--- config.mk ---
export PLATFORM = sky130hd
export DESIGN_NAME = uart_rx_os
export DESIGN_NICKNAME = d
export VERILOG_FILES = /design/src/rtl/uart_pkg.sv /design/src/rtl/uart_rx_sampler.sv /design/src/rtl/uart_rx_os.sv
export SDC_FILE = /design/constraint.sdc
export NUM_CORES = 1
export LEC_CHECK = 0
export ABC_AREA = 1
export BUFFER_PORTS_ARGS = -buffer_cell sky130_fd_sc_hd__buf_2
export CELL_PAD_IN_SITES_DETAIL_PLACEMENT = 0
export CELL_PAD_IN_SITES_GLOBAL_PLACEMENT = 2
export CORE_ASPECT_RATIO = 0.75
export CORE_UTILIZATION = 35
export CTS_CLUSTER_SIZE = 20
export DETAILED_ROUTE_END_ITERATION = 7
export PLACE_DENSITY = 0.9
export SYNTH_ARGS = -nofsm -noshare
export SYNTH_HDL_FRONTEND = slang
export SYNTH_SLANG_ARGS = --single-unit
--- constraint.sdc ---
create_clock -name rxclk -period 2.4 [get_ports rxclk]
set_clock_uncertainty 0.2 [all_clocks]
set_input_delay 0.24 -clock rxclk [delete_from_list [all_inputs] [get_ports rxclk]]
set_output_delay 0.24 -clock rxclk [all_outputs]
set_load 0.02 [all_outputs]
--- src/rtl/uart_pkg.sv ---
// Shared constants, FSM state encodings and the parity helper for the 9-bit UART receiver.
package uart_pkg;

  localparam int DATA_BITS = 9;
  localparam int OS_RATE   = 16;

  // Tick positions inside one bit period; the majority vote is centred on the bit.
  localparam logic [3:0] VOTE_LO  = 4'd6;
  localparam logic [3:0] VOTE_MID = 4'd7;
  localparam logic [3:0] VOTE_HI  = 4'd8;
  localparam logic [3:0] BIT_END  = 4'd15;

  // Receiver FSM encodings.
  typedef logic [2:0] state_t;
  localparam state_t ST_IDLE   = 3'd0;
  localparam state_t ST_START  = 3'd1;
  localparam state_t ST_DATA   = 3'd2;
  localparam state_t ST_PARITY = 3'd3;
  localparam state_t ST_STOP   = 3'd4;

  // Parity bit the transmitter should have sent: even parity when odd=0, odd parity when odd=1.
  function automatic logic parity_of(input logic [DATA_BITS-1:0] d, input logic odd);
    return (^d) ^ odd;
  endfunction

endpackage

--- src/rtl/uart_rx_sampler.sv ---
// Input conditioning: 2-flop synchronizer on the serial line and a 3-sample majority vote.
module uart_rx_sampler
  import uart_pkg::*;
(
  input  logic       rxclk,
  input  logic       reset,
  input  logic       sample_tick,
  input  logic       rx_in,
  input  logic [3:0] tick_cnt,
  output logic       rx_s,
  output logic       vote
);

  logic [1:0] sync_q;
  logic       samp_lo;
  logic       samp_mid;

  // Two-stage synchronizer; resets to the idle (high) line level.
  always_ff @(posedge rxclk or posedge reset) begin
    if (reset) begin
      sync_q <= 2'b11;
    end else begin
      sync_q <= {sync_q[0], rx_in};
    end
  end

  assign rx_s = sync_q[1];

  // Capture the first two vote samples; the third is the live rx_s on the decision tick.
  always_ff @(posedge rxclk or posedge reset) begin
    if (reset) begin
      samp_lo  <= 1'b1;
      samp_mid <= 1'b1;
    end else if (sample_tick) begin
      if (tick_cnt == VOTE_LO)  samp_lo  <= rx_s;
      if (tick_cnt == VOTE_MID) samp_mid <= rx_s;
    end
  end

  assign vote = (samp_lo & samp_mid) | (samp_lo & rx_s) | (samp_mid & rx_s);

endmodule

--- src/rtl/uart_rx_os.sv ---
// 16x-oversampling UART receiver: start, 9 data bits LSB first, parity, stop.
// Output handshake: a word is offered while rx_valid=1; it is taken on any cycle with
// rx_valid & rx_ready. rx_data and the error flags hold steady until that transfer.
module uart_rx_os
  import uart_pkg::*;
#(
  parameter bit PARITY_ODD = 1'b0
) (
  input  logic                 rxclk,
  input  logic                 reset,
  input  logic                 sample_tick,
  input  logic                 rx_in,
  output logic [DATA_BITS-1:0] rx_data,
  output logic                 rx_valid,
  input  logic                 rx_ready,
  output logic                 rx_parity_err,
  output logic                 rx_frame_err,
  output logic                 rx_overrun,
  output logic                 rx_busy
);

  state_t               state;
  logic [3:0]           tick_cnt;
  logic [3:0]           bit_idx;
  logic [DATA_BITS-1:0] shift_reg;
  logic                 par_vote;
  logic                 rx_s;
  logic                 vote;
  logic                 frame_done;
  logic                 xfer;
  logic                 accept;

  uart_rx_sampler u_sampler (
    .rxclk       (rxclk),
    .reset       (reset),
    .sample_tick (sample_tick),
    .rx_in       (rx_in),
    .tick_cnt    (tick_cnt),
    .rx_s        (rx_s),
    .vote        (vote)
  );

  assign rx_busy    = (state != ST_IDLE);
  assign frame_done = sample_tick && (state == ST_STOP) && (tick_cnt == VOTE_HI);
  assign xfer       = rx_valid & rx_ready;
  assign accept     = frame_done & (~rx_valid | xfer);

  // Bit-timing FSM; everything advances only on sample_tick.
  always_ff @(posedge rxclk or posedge reset) begin
    if (reset) begin
      state     <= ST_IDLE;
      tick_cnt  <= 4'd0;
      bit_idx   <= 4'd0;
      shift_reg <= '0;
      par_vote  <= 1'b0;
    end else if (sample_tick) begin
      case (state)
        ST_IDLE: begin
          // The detection tick itself is count 0, so the next tick is count 1.
          if (!rx_s) begin
            state    <= ST_START;
            tick_cnt <= 4'd1;
          end
        end
        ST_START: begin
          tick_cnt <= tick_cnt + 4'd1;
          if (tick_cnt == VOTE_HI && vote) begin
            state    <= ST_IDLE;
            tick_cnt <= 4'd0;
          end else if (tick_cnt == BIT_END) begin
            state   <= ST_DATA;
            bit_idx <= 4'd0;
          end
        end
        ST_DATA: begin
          tick_cnt <= tick_cnt + 4'd1;
          if (tick_cnt == VOTE_HI) shift_reg[bit_idx] <= vote;
          if (tick_cnt == BIT_END) begin
            if (bit_idx == 4'(DATA_BITS - 1)) state <= ST_PARITY;
            else                              bit_idx <= bit_idx + 4'd1;
          end
        end
        ST_PARITY: begin
          tick_cnt <= tick_cnt + 4'd1;
          if (tick_cnt == VOTE_HI) par_vote <= vote;
          if (tick_cnt == BIT_END) state <= ST_STOP;
        end
        ST_STOP: begin
          // Leave at mid-stop so a back-to-back start bit is not missed.
          if (tick_cnt == VOTE_HI) begin
            state    <= ST_IDLE;
            tick_cnt <= 4'd0;
          end else begin
            tick_cnt <= tick_cnt + 4'd1;
          end
        end
        default: begin
          state    <= ST_IDLE;
          tick_cnt <= 4'd0;
        end
      endcase
    end
  end

  // Output word register: load on completion when free (or being freed), else flag overrun.
  always_ff @(posedge rxclk or posedge reset) begin
    if (reset) begin
      rx_data       <= '0;
      rx_valid      <= 1'b0;
      rx_parity_err <= 1'b0;
      rx_frame_err  <= 1'b0;
      rx_overrun    <= 1'b0;
    end else begin
      if (accept) begin
        rx_data       <= shift_reg;
        rx_parity_err <= par_vote ^ parity_of(shift_reg, PARITY_ODD);
        rx_frame_err  <= ~vote;
        rx_valid      <= 1'b1;
      end else if (xfer) begin
        rx_valid <= 1'b0;
      end
      if (frame_done && !accept) rx_overrun <= 1'b1;
      else if (xfer)             rx_overrun <= 1'b0;
    end
  end

endmodule

==> results of run 1 <==
[layer usage]
| layer | vias up | routed length [µm] |
|---|---|---|
| li1 | 883 | - |
| met1 | 716 | 2390 |
| met2 | 29 | 1590 |
| met3 | 7 | 172 |
| met4 | 0 | 74 |
| met5 | - | 0 |
[cells in the mapped netlist]
cell type	instances
o21ai_0	4
nand2_1	83
nand2_2	4
o21ai_1	15
nor2_4	1
nand3_2	2
or2_2	2
inv_1	29
a21boi_1	1
inv_4	1
dfrtp_1	34
a21oi_1	5
nor3_2	2
inv_2	5
nand3_1	23
o22ai_1	1
nand4_1	1
nand4_2	1
buf_2	1
nor2_2	2
dfstp_2	4
nand2_4	2
ha_1	7
buf_6	1
nand4_4	1
a31oi_1	2
nor2_1	13
xor2_1	2
o21ai_2	11
[metrics by stage]
step	setup slack [ns]	total power [mW]	utilization	instances	hold WS, ns
2_1_floorplan	0.733	1.34	-	260	0.0445
3_3_place_gp	0.415	1.49	0.408	352	0.146
3_5_place_dp	0.327	1.49	0.408	352	0.153
4_1_cts	0.295	2.07	0.435	363	0.114
5_1_grt	0.122	2.21	0.435	363	0.157
6_report	0.303	2.05	0.435	363	0.131
[worst paths after layout]
kind,start,endpoint,cells after the start
max in group asynchronous,reset,bit_idx[0]$_DFFE_PP0P_,4
setup / recovery,tick_cnt[0]$_DFFE_PP0P_,rx_frame_err$_DFFE_PP0P_,9
hold reg to reg,u_sampler.sync_q[0]$_DFF_PP1_,u_sampler.sync_q[1]$_DFF_PP1_,0
min in group asynchronous,reset,rx_overrun$_DFFE_PP0P_,4
hold / removal,sample_tick,u_sampler.samp_lo$_DFFE_PP1P_,3
setup reg to reg,tick_cnt[0]$_DFFE_PP0P_,rx_frame_err$_DFFE_PP0P_,9
[power groups by stage]
stage,sequential (mW),clock (mW),combinational [mW]
2_1_floorplan,0.827,0,0.510
6_report,0.832,0.564,0.651
3_5_place_dp,0.844,0,0.648
5_1_grt,0.847,0.612,0.748
4_1_cts,0.832,0.583,0.654
3_3_place_gp,0.840,0,0.650
[repair_timing]
item | CTS | global route
endpoints found under the hold margin | 36 | 0
setup buffers | 0 | 0
hold buffers | 3 | 0
[logic make-up after synthesis]
family / after synthesis
AO/OA/AOI/OAI: 39
AND/OR/NAND/NOR: 137
buffers and inverters: 37
flip-flops: 38
adder cells (fa/ha/maj): 7
XOR/XNOR: 2
[cell type report]
type | instances | share of cell area
inverters | 35 | 0.0554
clock buffers | 7 | 0.0358
flip-flops and latches | 38 | 0.396
repair buffers | 22 | 0.0528
multi-input cells | 185 | 0.409
clock inverters | 1 | 0.0124
well taps | 75 | 0.0389
[critical path, delay by kind of cell, from the launching register on]
| family | cells | cell delay, ns |
|---|---|---|
| and+or+nand+nor | 5 | 0.93 |
| DFF | 1 | 0.42 |
| buffers and inverters | 2 | 0.21 |
| adders and majority gates | 1 | 0.15 |
| AOI/OAI and AO/OA | 1 | 0.07 |
==> impl_metrics.csv, run 1 <==
group,metric,value,unit
outcome,outcome,"finished, final reports clean",
die,start_util,0.377,
pwr,pwr-share-comb,0.318,
clock_tree,cts_sinks,38,
grt,antenna_found_initial,0,
yosys,synth-compound-area-share,0.116,
timing,fin_crit_sh,0.874,
clock_tree,htree_levels,2,
pwr,intPower,1.28,mW
die,coreArea,5550,µm²
timing,tns,0,ns
cells_and_area,final_common_cell,"nand2_1",
yosys,yosysSeqAreaShare,0.457,
detailed_routing,vias_per_cell,4.50,
critical_path,crit_top_cell,"nand2_1",
yosys,synth_mux_area_frac,0,
yosys,ys_seq_elements,38,
clock_tree,clock-root-buffer,"clkbuf_8",
detailed_routing,drt_iter0_drc,71,
detailed_routing,first_pass_iters,5,
cells_and_area,final_area,2410,µm²
grt,grt_pass1_vias,1446,
critical_path,cp-start-kind,"register",
yosys,synthTopCellsByArea,"dfrtp_1 (41%), nand2_1 (15%), nand3_1 (5.5%)",
place,io_buffer_count,18,
timing,setup_viol,0,
cells_and_area,multi_input_area,987,µm²
yosys,synth_xor_area_frac,0.00837,
yosys,yosys.area.top_type,"dfrtp_1",
yosys,synth.net_count,272,
detailed_routing,ant_nets,0,
timing,fmax,477,MHz
pwr,ir_drop,0.337,mV
place,routabilityCongestion,0.814,
timing,relSlewSlack,0.671,
cells_and_area,final_cell_mix,"nand2_1 (83), dfrtp_1 (34), inv_1 (29)",
clock_tree,numCtsBuffers,5,
critical_path,rrSetupSlack,0.30,ns
timing,finalCriticalPeriod,2.10,ns
place,place_area,2270,µm²
yosys,syn_area,2090,µm²
pwr,seqPwrFrac,0.407,
timing,worstMarginPinSlew,0.494,ns
critical_path,worst-path-max-fanout,20,
grt,grtUsageTotal,0.150,
cells_and_area,drive_gt1_frac,0.222,
critical_path,crit_type,"reg2reg",
grt,grt_util_met1,0.223,
die,ios,19,
clock_tree,clock_latency,0.29,ns
critical_path,cp.required,2.37,ns
yosys,netlist.area_leader.share,0.406,
pwr,p_per_area,848,nW/µm²
clock_tree,cts.clk_slew.worst_paths,0.07,ns
cells_and_area,antenna_cells,0,
yosys,yosysWarnings,0,
pwr,power_switching_share,0.372,
timing,finalHoldViolations,0,
critical_path,crit_chain,"inv_1 > ha_1 > nand2_1 > nor2_2 > nand2_2 > inv_2 > nand3_2 > nand2_1 > o21ai_2",
pwr,power.share.clock,0.275,
detailed_routing,wirelength,4.22,mm
cells_and_area,fill_cells,555,
cells_and_area,register_area,956,µm²
flow_run,maxCapViolations,0,
timing,drv_slew,0,
detailed_routing,vias,1635,
grt,use_met2,0.199,
detailed_routing,drc,0,
yosys,syn_inst,260,
clock_tree,ctsResizeCount,0,
die,rows,23,
critical_path,cp-end-kind,"register",
clock_tree,cts_tree,"built",
cells_and_area,finalNetCount,299,
pwr,p_sw,0.762,mW
worst_hold_path,min_path_type,"in2reg",
grt,met3_usage,0.0373,
pwr,leakagePower,1.16,nW
yosys,synthAdderAreaFrac,0.0418,
die,die_h,69.0,µm
place,dp_hpwl,3.15,mm
critical_path,slowest_stage,"dfrtp_1",
timing,rsz0062_at_grt,"false",
critical_path,critPathMaxStageDelay,0.42,ns
grt,grt_max_degree,39,
grt,grt_pass1_wl,7.02,mm
die,die-area,6300,µm²
yosys,synth-simple-area-share,0.305,
critical_path,worstPathArrival,2.07,ns
cells_and_area,syn_to_final_growth,15.4,%
yosys,avgSynthCellArea,8.05,µm²
grt,grt-busiest-layer,"met1",
grt,grt_overflow_total,0,
yosys,synth_top_family_by_area,"simple AND/OR/NAND/NOR gates",
yosys,ys_types,29,
detailed_routing,post_drt_wl_per_cell,11.6,µm
die,die_x,91.3,µm
clock_tree,clockBufferDepth,2,
Note: power is estimated with default switching activity, not from simulation.
==> run 2: changes to the inputs <==
- CTS_BUF_LIST: default -> sky130_fd_sc_hd__clkbuf_8 sky130_fd_sc_hd__clkbuf_16
==> impl_metrics.csv, run 2 (synthesis gave the netlist of run 1 again) <==
group,metric,value,unit
clock_tree,ctsResizeCount,0,
pwr,leakagePower,1.16,nW
clock_tree,cts.clk_slew.worst_paths,0.07,ns
clock_tree,clockBufferDepth,2,
die,ios,19,
cells_and_area,antenna_cells,0,
timing,finalHoldViolations,0,
die,die_h,69.0,µm
critical_path,worstPathArrival,2.07,ns
clock_tree,postCtsSetupRepairBufs,0,
detailed_routing,drt_iter0_drc,73,
cells_and_area,syn_to_final_growth,15.4,%
detailed_routing,drc,0,
timing,rsz0062_at_grt,"false",
clock_tree,cts_sinks,38,
critical_path,critical-path-top-delay-family,"simple AND/OR/NAND/NOR gates",
clock_tree,clock-root-buffer,"clkbuf_8",
outcome,outcome,"finished, final reports clean",
place,routabilityCongestion,0.814,
cells_and_area,drive_gt1_frac,0.222,
timing,worstMarginPinSlew,0.495,ns
cells_and_area,multi_input_area,987,µm²
detailed_routing,first_pass_iters,4,
place,io_buffer_count,18,
pwr,ir_drop,0.337,mV
critical_path,slowest_stage,"dfrtp_1",
detailed_routing,vias,1642,
critical_path,rrSetupSlack,0.30,ns
cells_and_area,fill_cells,555,
die,die_x,91.3,µm
place,dp_hpwl,3.15,mm
detailed_routing,wirelength,4.23,mm
grt,grt_pass1_vias,1446,
timing,relSlewSlack,0.670,
clock_tree,clock_latency,0.29,ns
grt,antenna_found_initial,0,
die,start_util,0.377,
flow_run,maxCapViolations,0,
cells_and_area,final_cell_mix,"nand2_1 (83), dfrtp_1 (34), inv_1 (30)",
timing,drv_slew,0,
critical_path,crit_type,"reg2reg",
cells_and_area,register_area,956,µm²
detailed_routing,ant_nets,0,
timing,tns,0,ns
die,rows,23,
timing,finalCriticalPeriod,2.10,ns
grt,grt_max_degree,39,
grt,grt_overflow_total,0,
die,die-area,6300,µm²
critical_path,crit_chain,"inv_1 > ha_1 > nand2_1 > nor2_2 > nand2_2 > inv_2 > nand3_2 > nand2_1 > o21ai_2",
critical_path,cp.required,2.37,ns
timing,fin_crit_sh,0.873,
cells_and_area,final_common_cell,"nand2_1",
clock_tree,htree_levels,2,
pwr,p_per_area,846,nW/µm²
clock_tree,cts_tree,"built",
place,dp_slack,0.327,ns
detailed_routing,post_drt_wl_per_cell,11.6,µm
timing,setup_viol,0,
grt,grt_pass1_wl,7.02,mm
critical_path,cp-end-kind,"register",
critical_path,crit_top_cell,"nand2_1",
worst_hold_path,min_path_type,"in2reg",
detailed_routing,vias_per_cell,4.52,
die,coreArea,5550,µm²
clock_tree,numCtsBuffers,5,
critical_path,worst-path-max-fanout,20,
cells_and_area,finalNetCount,299,
critical_path,critPathMaxStageDelay,0.42,ns
timing,setup_ws,0.304,ns
grt,grtUsageTotal,0.150,
timing,fmax,477,MHz
critical_path,cp-start-kind,"register",
critical_path,worst-path-buf-inv,2,
==> run 2: stage by stage <==
stage / hold WS, ns / cells / cell area, µm² / util / total power, mW
finish: 0.132 / 363 / 2410 / 0.435 / 2.04
global route: 0.157 / 363 / 2410 / 0.435 / 2.20
CTS: 0.114 / 363 / 2410 / 0.435 / 2.06
detailed placement: 0.153 / 352 / 2270 / 0.408 / 1.49
global placement: 0.146 / 352 / 2270 / 0.408 / 1.49
floorplan: 0.0445 / 260 / 2090 / - / 1.34
==> run 2: where the power goes <==
group / internal, mW / switching (mW) / leakage [nW]
logic: 0.213 / 0.438 / 0.598
clock network: 0.335 / 0.225 / 0.0626
registers: 0.733 / 0.0993 / 0.504
total: 1.28 / 0.762 / 1.16
==> run 2: final timing paths <==
path	from	cells past startpoint	endpoint
worst max-delay path	tick_cnt[0]$_DFFE_PP0P_	9	rx_frame_err$_DFFE_PP0P_
worst min-delay path	sample_tick	3	u_sampler.samp_lo$_DFFE_PP1P_
worst max register to register	tick_cnt[0]$_DFFE_PP0P_	9	rx_frame_err$_DFFE_PP0P_
worst min register to register	u_sampler.sync_q[0]$_DFF_PP1_	0	u_sampler.sync_q[1]$_DFF_PP1_
max in group asynchronous	reset	4	bit_idx[0]$_DFFE_PP0P_
min in group asynchronous	reset	4	rx_overrun$_DFFE_PP0P_
==> run 2: repair_timing <==
action / 4_1_cts / 5_1_grt
hold buffers: 3 / 0
endpoints found under the hold margin: 36 / 0
setup endpoints to repair: 0 / 0
==> run 2: worst reg2reg max path: cells and delay by family (launching register included) <==
kind                     cells  cell delay (ns)
AO/OA/AOI/OAI                1             0.07
buffers and inverters        2             0.21
AND/OR/NAND/NOR              5             0.93
adder cells (fa/ha/maj)      1             0.15
flip-flops                   1             0.42
==> run 2: layer usage <==
metal / part of all wire / vias up / global-route usage
met3: 0.037 / 7 / 0.0373
met4: 0.018 / 0 / 0.0714
met1: 0.57 / 723 / 0.223
met5: 0 / - / 0
li1: - / 885 / -
met2: 0.38 / 27 / 0.199
==> run 2: area by class of cell <==
type                            instances  share of cell area
Sequential cell                        38               0.396
Clock buffer                            6              0.0342
Inverter                               35              0.0554
Multi-Input combinational cell        185               0.409
Tap cell                               75              0.0389
Clock inverter                          2              0.0140
Timing Repair Buffer                   22              0.0528
